[config.mk]
export PLATFORM = sky130hd
export DESIGN_NAME = fifo_fwft_status
export DESIGN_NICKNAME = d
export VERILOG_FILES = /design/src/rtl/fifo_pkg.sv /design/src/rtl/fifo_ram.sv /design/src/rtl/fifo_fwft_status.sv
export SDC_FILE = /design/constraint.sdc
export NUM_CORES = 1
export LEC_CHECK = 0
export BUFFER_PORTS_ARGS = -buffer_cell sky130_fd_sc_hd__buf_2
export CORE_AREA = 2 2 145 147
export CTS_CLUSTER_DIAMETER = 120
export DETAILED_ROUTE_END_ITERATION = 8
export DIE_AREA = 0 0 147 149
export PLACE_DENSITY = 0.57
export SETUP_SLACK_MARGIN = 0.2
export SLEW_MARGIN = 25
export SYNTH_ARGS = -nofsm -noshare
export SYNTH_HDL_FRONTEND = slang
export SYNTH_SLANG_ARGS = --single-unit
[constraint.sdc]
create_clock -name clk -period 3.9 [get_ports clk]
set_input_delay 0.975 -clock clk [delete_from_list [all_inputs] [get_ports clk]]
set_output_delay 0.975 -clock clk [all_outputs]
set_load 0.03 [all_outputs]
[src/rtl/fifo_pkg.sv]
// Shared types for the FWFT status FIFO: overflow handling mode.
package fifo_pkg;

  typedef enum logic {
    FIFO_BLOCK     = 1'b0,
    FIFO_OVERWRITE = 1'b1
  } fifo_mode_e;

endpackage

[src/rtl/fifo_ram.sv]
// DATA_WIDTH x DEPTH register array: synchronous write port, combinational read port.
module fifo_ram #(
  parameter int DATA_WIDTH = 24,
  parameter int ADDR_WIDTH = 3
) (
  input  logic                  clk,
  input  logic                  w_en,
  input  logic [ADDR_WIDTH-1:0] w_addr,
  input  logic [DATA_WIDTH-1:0] w_data,
  input  logic [ADDR_WIDTH-1:0] r_addr,
  output logic [DATA_WIDTH-1:0] r_data
);

  localparam int DEPTH = 2 ** ADDR_WIDTH;

  logic [DATA_WIDTH-1:0] mem_r [DEPTH];

  // Storage write; contents are intentionally not reset.
  always_ff @(posedge clk) begin
    if (w_en) begin
      mem_r[w_addr] <= w_data;
    end
  end

  assign r_data = mem_r[r_addr];

endmodule

[src/rtl/fifo_fwft_status.sv]
// First-word-fall-through FIFO with occupancy count, threshold flags, sticky
// overflow/underflow and optional drop-oldest overwrite mode.
module fifo_fwft_status
  import fifo_pkg::*;
#(
  parameter int         DATA_WIDTH = 24,
  parameter int         ADDR_WIDTH = 3,
  parameter int         AF_THRESH  = 6,
  parameter int         AE_THRESH  = 2,
  parameter fifo_mode_e MODE       = FIFO_BLOCK
) (
  input  logic                  clk,
  input  logic                  reset,
  input  logic                  rd,
  input  logic                  wr,
  input  logic [DATA_WIDTH-1:0] w_data,
  input  logic                  clear_err,
  output logic [DATA_WIDTH-1:0] r_data,
  output logic                  empty,
  output logic                  full,
  output logic                  almost_empty,
  output logic                  almost_full,
  output logic [ADDR_WIDTH:0]   count,
  output logic                  overflow,
  output logic                  underflow
);

  localparam int DEPTH = 2 ** ADDR_WIDTH;
  localparam logic [ADDR_WIDTH:0] DEPTH_CNT = DEPTH[ADDR_WIDTH:0];
  localparam logic [ADDR_WIDTH:0] AF_CNT    = AF_THRESH[ADDR_WIDTH:0];
  localparam logic [ADDR_WIDTH:0] AE_CNT    = AE_THRESH[ADDR_WIDTH:0];

  if ((AF_THRESH < 1) || (AF_THRESH > DEPTH)) begin : g_af_range
    $fatal(1, "fifo_fwft_status: AF_THRESH must lie in 1..DEPTH");
  end
  if ((AE_THRESH < 0) || (AE_THRESH > DEPTH - 1)) begin : g_ae_range
    $fatal(1, "fifo_fwft_status: AE_THRESH must lie in 0..DEPTH-1");
  end

  logic [ADDR_WIDTH-1:0] wr_ptr_r, rd_ptr_r;
  logic [ADDR_WIDTH:0]   count_r, count_nxt_s;
  logic                  overflow_r, underflow_r;
  logic                  empty_s, full_s;
  logic                  rd_ok_s, wr_ok_s, drop_s, ovf_evt_s, udf_evt_s;
  logic [DATA_WIDTH-1:0] ram_data_s;

  assign empty_s = (count_r == {(ADDR_WIDTH+1){1'b0}});
  assign full_s  = (count_r == DEPTH_CNT);

  // Accept/reject decisions and next occupancy; a drop moves both pointers so count holds.
  always_comb begin
    rd_ok_s     = rd & ~empty_s;
    ovf_evt_s   = wr & full_s & ~rd_ok_s;
    udf_evt_s   = rd & empty_s;
    wr_ok_s     = 1'b0;
    drop_s      = 1'b0;
    count_nxt_s = count_r;
    case (MODE)
      FIFO_OVERWRITE: begin
        wr_ok_s = wr;
        drop_s  = ovf_evt_s;
      end
      FIFO_BLOCK: begin
        wr_ok_s = wr & ~ovf_evt_s;
        drop_s  = 1'b0;
      end
      default: begin
        wr_ok_s = 1'b0;
        drop_s  = 1'b0;
      end
    endcase
    case ({wr_ok_s, rd_ok_s})
      2'b10:   count_nxt_s = drop_s ? count_r : count_r + (ADDR_WIDTH+1)'(1'b1);
      2'b01:   count_nxt_s = count_r - (ADDR_WIDTH+1)'(1'b1);
      default: count_nxt_s = count_r;
    endcase
  end

  // Pointers, occupancy and sticky error flags; an error event beats clear_err.
  always_ff @(posedge clk or negedge reset) begin
    if (!reset) begin
      wr_ptr_r    <= {ADDR_WIDTH{1'b0}};
      rd_ptr_r    <= {ADDR_WIDTH{1'b0}};
      count_r     <= {(ADDR_WIDTH+1){1'b0}};
      overflow_r  <= 1'b0;
      underflow_r <= 1'b0;
    end else begin
      if (wr_ok_s) begin
        wr_ptr_r <= wr_ptr_r + ADDR_WIDTH'(1'b1);
      end
      if (rd_ok_s | drop_s) begin
        rd_ptr_r <= rd_ptr_r + ADDR_WIDTH'(1'b1);
      end
      count_r     <= count_nxt_s;
      overflow_r  <= ovf_evt_s | (overflow_r & ~clear_err);
      underflow_r <= udf_evt_s | (underflow_r & ~clear_err);
    end
  end

  fifo_ram #(
    .DATA_WIDTH(DATA_WIDTH),
    .ADDR_WIDTH(ADDR_WIDTH)
  ) u_ram (
    .clk   (clk),
    .w_en  (wr_ok_s),
    .w_addr(wr_ptr_r),
    .w_data(w_data),
    .r_addr(rd_ptr_r),
    .r_data(ram_data_s)
  );

  assign r_data       = empty_s ? {DATA_WIDTH{1'b0}} : ram_data_s;
  assign empty        = empty_s;
  assign full         = full_s;
  assign almost_empty = (count_r <= AE_CNT);
  assign almost_full  = (count_r >= AF_CNT);
  assign count        = count_r;
  assign overflow     = overflow_r;
  assign underflow    = underflow_r;

endmodule

# Word level (Yosys, flattened, before mapping)
# Memories as Yosys holds them, arrays and structs flattened.
# Index checks and enable logic that the tools add are counted.
# word_totals
reg_bits	12
ram_bits	192
in_bits	29
output_inout_bits	34
wordCells	34
mem_count	1
# op_classes
add_sub_neg	4
n_lt_le_gt_ge	2
n_eq_ne	3
muxes	4
bitwise_logic	13
n_reduce_logical	2
# mem_list
name	words	width	rd	rd_clocked_by_memory_dff	write_ports	line	source
u_ram.mem_r	8	24	1	0	1	fifo_ram.sv:16	logic [DATA_WIDTH-1:0] mem_r [DEPTH];
# ops
cell	n
24-bit two-way mux	1
4-bit case mux with 2 select lines	1
1-bit AND	7
3-bit by 1-bit adder with 3-bit output, second input constant	2
4-bit by 1-bit adder with 4-bit output, second input constant	1
4-bit == test, second input constant	1
4-bit by 3-bit >= comparator with 1-bit output, second input constant	1
4-bit by 2-bit less-or-equal comparator with 1-bit output, second input constant	1
4-bit zero test	1
1-bit NOT	4
4-bit by 1-bit subtractor with 4-bit output, second input constant	1
2-bit by 1-bit == test with 1-bit output, second input constant	1
2-bit == test, second input constant	1
1-bit two-way mux	2
1-bit bitwise OR	2
2-bit nonzero test	1

# Longest topological paths before layout
# depth
depth_word	9
ltp_mapped	11

# By module
# From an unflattened synthesis, not the netlist that was laid out.
# unflattened
hier_cells	374
area_unflattened_um2	8136.6
# by_module_without_submodules
mod	n_inst	cells_each	area_per_inst_um2	seq_area_each_um2
fifo_ram	1	290	7317.0	5765.5
fifo_fwft_status	1	84	819.5	300.3

# Least setup slack after synthesis
# Ideal clock, no wire load.
# synth_timing
kind	input -> register
startpoint	in rd
endpoint	mem u_ram.mem_r[0][0], enable pin
setup_time_ns	0.466
t_arrival_ns	3.522
slack_ns	-0.088
path_stages	3
path_buffers	0
cell_sequence	o21a_4 -> clkinv_4 -> nor4_1
# synth_via
elab_chain_len	7
# synth_rtl
element	line	source
from (decl)	fifo_fwft_status.sv:14	input logic rd,
1-bit AND	fifo_fwft_status.sv:52	rd_ok_s = rd & ~empty_s;
1-bit NOT	fifo_fwft_status.sv:53	ovf_evt_s = wr & full_s & ~rd_ok_s;
1-bit AND	fifo_fwft_status.sv:53	
1-bit NOT	fifo_fwft_status.sv:64	wr_ok_s = wr & ~ovf_evt_s;
1-bit AND	fifo_fwft_status.sv:64	
1-bit two-way mux	fifo_ram.sv:20	if (w_en) begin
1-bit two-way mux (not written as such)	fifo_ram.sv:21	mem_r[w_addr] <= w_data;
to (decl)	fifo_ram.sv:16	
# Every way passes these cells.

# Final worst setup path
# layout_timing
startpoint	reg rd_ptr_r[0]
endpoint	out r_data[9]
# layout_via
elab_chain_len	2
# layout_rtl
element	line	source
from (decl)	fifo_fwft_status.sv:40	logic [ADDR_WIDTH-1:0] wr_ptr_r, rd_ptr_r;
from (signal assigned)	fifo_fwft_status.sv:83	rd_ptr_r <= {ADDR_WIDTH{1'b0}};
from (signal assigned)	fifo_fwft_status.sv:92	rd_ptr_r <= rd_ptr_r + ADDR_WIDTH'(1'b1);
memory read 8 x 24 bit	n/a	
24-bit two-way mux	fifo_fwft_status.sv:112	assign r_data = empty_s ? {DATA_WIDTH{1'b0}} : ram_data_s;
to (decl)	fifo_fwft_status.sv:18	output logic [DATA_WIDTH-1:0] r_data,
# Every way passes these cells.

==> impl_metrics.py <==
metrics = {
    "sta": {
        "hold_viol_final": 0,
        "max_freq_mhz": 294,
        "fin_crit_ps": 3400,
        "setup_ws_ps": 495,
        "min_period_over_period_pct": 87.3,
        "slew_viol_final": 0,
        "setup_viol": 0,
        "relSlewSlack_pct": 51.8,
        "fin_skew_ps": 16.9,
        "hold_ws_ps": 364,
        "rsz0062_at_grt": "false",
        "tns_ps": 0,
        "worstMarginPinSlew_ps": 723,
    },
    "synthesis": {
        "seq_area_frac_synth_pct": 75.8,
        "synth_nets": 410,
        "synth_top_area_share_pct": 72.1,
        "synthArstFlopShare_pct": 5.88,
        "syn_area_per_cell_sq_um": 21.3,
        "synthTopCellsByCount": "192 x edfxtp_1, 48 x mux4_2, 28 x nor2_1",
        "synthCells": 376,
        "yosys_warnings": 0,
        "yosysMostFrequentCell": "edfxtp_1",
        "ys.flop_type": "edfxtp_1",
        "synth_area_leaders": "edfxtp_1 72%, mux4_2 14%, dfrtp_1 3.8%",
        "synth_edf_count": 192,
        "synth_cell_types": 32,
        "yosysTopAreaCell": "edfxtp_1",
        "synth_seq_cells": 204,
        "syn_area_sq_um": 8000,
    },
    "global_route": {
        "antenna_found_initial": 0,
        "grt.busiest_layer": "met2",
        "overflow": 0,
        "grt_max_degree": 29,
        "use_met2_pct": 24.9,
        "track_usage_pct": 14.7,
        "grt_pass1_wl_um": 23800,
        "grt_use_met1_pct": 19.5,
        "first_global_vias": 4048,
        "grt_use_met3_pct": 2.72,
    },
    "setup_path": {
        "startpoint": "rd_ptr_r[0]",
        "start_kind": "flip-flop",
        "r2r_slack_ps": 1030,
        "crit_slowest_cell": "dfrtp_4",
        "critical_path_class": "reg2out",
        "crit_family": "flip-flops",
        "reg2reg_depth": 11,
        "slowest_delay_ps": 680,
        "critPathBufInv": 2,
        "cp.required_ps": 2920,
        "cp-end-kind": "primary output",
        "crit_fanout": 17,
        "crit_path_end": "r_data[9]",
        "worstPathArrival_ps": 2430,
        "worstReg2RegStart": "count[1]",
        "path_cells": "buf_4 > mux4_2 > mux2i_1 > nor2_1 > buf_2",
        "crit_cells": 5,
        "rr_endpoint": "count[2]",
    },
    "die": {
        "die_area_sq_um": 21900,
        "start_util_pct": 38.9,
        "io_pins": 63,
        "die_height_um": 149,
        "core_sq_um": 20600,
        "rows": 53,
        "die_w_um": 147,
    },
    "clock_network": {
        "clk_latency_ps": 500,
        "ctsResizeCount": 0,
        "cts_root_buf": "clkbuf_16",
        "h-tree-depth": 1,
        "cts_tree": "done",
        "clock-sinks": 204,
        "clk_pin_slew_ps": 60,
        "numCtsBuffers": 22,
        "cts.path.max_buffers": 3,
    },
    "cells_and_area": {
        "antennaDiodeCount": 0,
        "multi_input_area_sq_um": 1850,
        "nFillCells": 1814,
        "final_cell_area_sq_um": 9420,
        "regArea_sq_um": 6070,
        "layout-drive-gt1-share_pct": 36.8,
        "fin_nets": 501,
        "area_growth_pct": 17.7,
    },
    "job": {
        "drv_cap": 0,
    },
    "power_and_ir_drop": {
        "pwr-share-seq_pct": 41.0,
        "p_comb_share_pct": 34.8,
        "p_sw_w": 0.00258,
        "clock_power_share_pct": 24.2,
        "p_leak_nw": 3.24,
        "ir_drop_uv": 292,
        "swShare_pct": 34.6,
        "p_per_area_nw_per_um2": 792,
        "intPower_w": 0.00488,
    },
    "run_status": {
        "status": "complete, no violations",
    },
    "drt": {
        "num_vias": 3828,
        "wirelength_um": 15800,
        "drc": 0,
        "dr.pass1.iters": 4,
        "wire_per_inst_um": 20.9,
        "ant_nets": 0,
        "drtIter0Drc": 247,
        "vias_per_cell": 5.06,
    },
    "hold_path": {
        "min_path_type": "in2async",
    },
    "place": {
        "place_worst_setup_slack_ps": 718,
        "placed_area_sq_um": 8770,
        "io_buffers": 62,
        "hpwl_um": 9390,
        "place.gp.congestion": 0.664,
    },
}
==> per-stage QoR <==
stage	cells	util [%]	total power [W]
2_1_floorplan	376	-	0.00494
3_3_place_gp	717	42.7	0.00569
3_5_place_dp	717	42.7	0.00573
4_1_cts	756	45.8	0.00760
5_1_grt	756	45.8	0.00785
6_report	756	45.8	0.00746
==> power by group through the flow <==
stage	clock [W]	combinational, W	sequential (W)
global placement	0	0.00256	0.00313
finish	0.00181	0.00260	0.00306
global route	0.00194	0.00281	0.00310
detailed placement	0	0.00258	0.00315
CTS	0.00187	0.00267	0.00307
floorplan	0	0.00199	0.00296
==> state kept, by name (all words and copies together) (netlist names) <==
register,count
u_ram.mem_r,192
count,4
rd_ptr_r,3
wr_ptr_r,3
overflow,1
underflow,1
==> worst register-to-register path: cells and delay by family, from the launching register on <==
kind                     cells  cell delay (ps)
AO/OA/AOI/OAI                1              150
XOR/XNOR                     3              470
adder cells (fa/ha/maj)      2              480
buffers and inverters        2              500
flip-flops                   1              510
AND/OR/NAND/NOR              3              650
==> cell type report <==
class                      count  share of cell area [%]
clock buffer                  30                    6.17
multi-input combinational    148                    19.6
tap                          275                    3.65
inverter                       5                   0.252
timing repair buffer          86                    5.34
clock inverter                 8                   0.478
sequential                   204                    64.5
==> cells by family (layout without fill, tap and decap cells) <==
family / count (synthesis) / count (layout) / share of synthesized area [%]
xor+xnor: 9 / 9 / 0.985
flops: 204 / 204 / 75.8
compound gates: 9 / 9 / 0.813
buf+inv: 24 / 129 / 1.63
simple gates: 51 / 51 / 3.19
mux: 74 / 74 / 16.8
fa+ha+maj: 5 / 5 / 0.782
==> worst min path at each step <==
| stage | from | end | slack, ps | cells after the start |
|---|---|---|---|---|
| floorplan | wr_ptr_r[2] | wr_ptr_r[2] | 530 | 1 |
| global placement | underflow | underflow | 540 | 2 |
| detailed placement | underflow | underflow | 550 | 2 |
| CTS | reset | count[1] | 360 | 1 |
| global route | reset | underflow | 370 | 1 |
| finish | reset | rd_ptr_r[2] | 360 | 1 |
==> layer usage <==
| layer | up-vias | wire length (um) |
|---|---|---|
| met5 | - | 0 |
| met4 | 0 | 318 |
| met3 | 24 | 605 |
| met2 | 74 | 7910 |
| met1 | 2022 | 6930 |
| li1 | 1708 | - |
==> cell usage in the layout, fill, tap and decap left out, types with 2 or more instances in the layout <==
| master | n |
|---|---|
| clkinv_1 | 5 |
| clkbuf_1 | 8 |
| edfxtp_1 | 192 |
| nor3_2 | 4 |
| clkbuf_16 | 22 |
| xnor2_1 | 5 |
| nor3b_1 | 2 |
| mux2_2 | 2 |
| nand2_1 | 6 |
| dfrtp_2 | 2 |
| nand3b_1 | 2 |
| dfrtp_1 | 9 |
| o21ai_0 | 2 |
| nor4_4 | 2 |
| xor2_1 | 4 |
| ha_1 | 5 |
| mux2i_1 | 24 |
| buf_2 | 62 |
| mux4_2 | 48 |
| nor2_1 | 25 |
| inv_1 | 4 |
| clkinv_2 | 2 |
| nand2b_1 | 4 |
| buf_4 | 23 |
| a21oi_1 | 2 |
| nor2_2 | 3 |
==> timing repair <==
item	4_1_cts	5_1_grt
setup endpoints to repair	3	0
hold buffers	0	0
buffers inserted	1	0
Power figures use the tool's default switching activity.
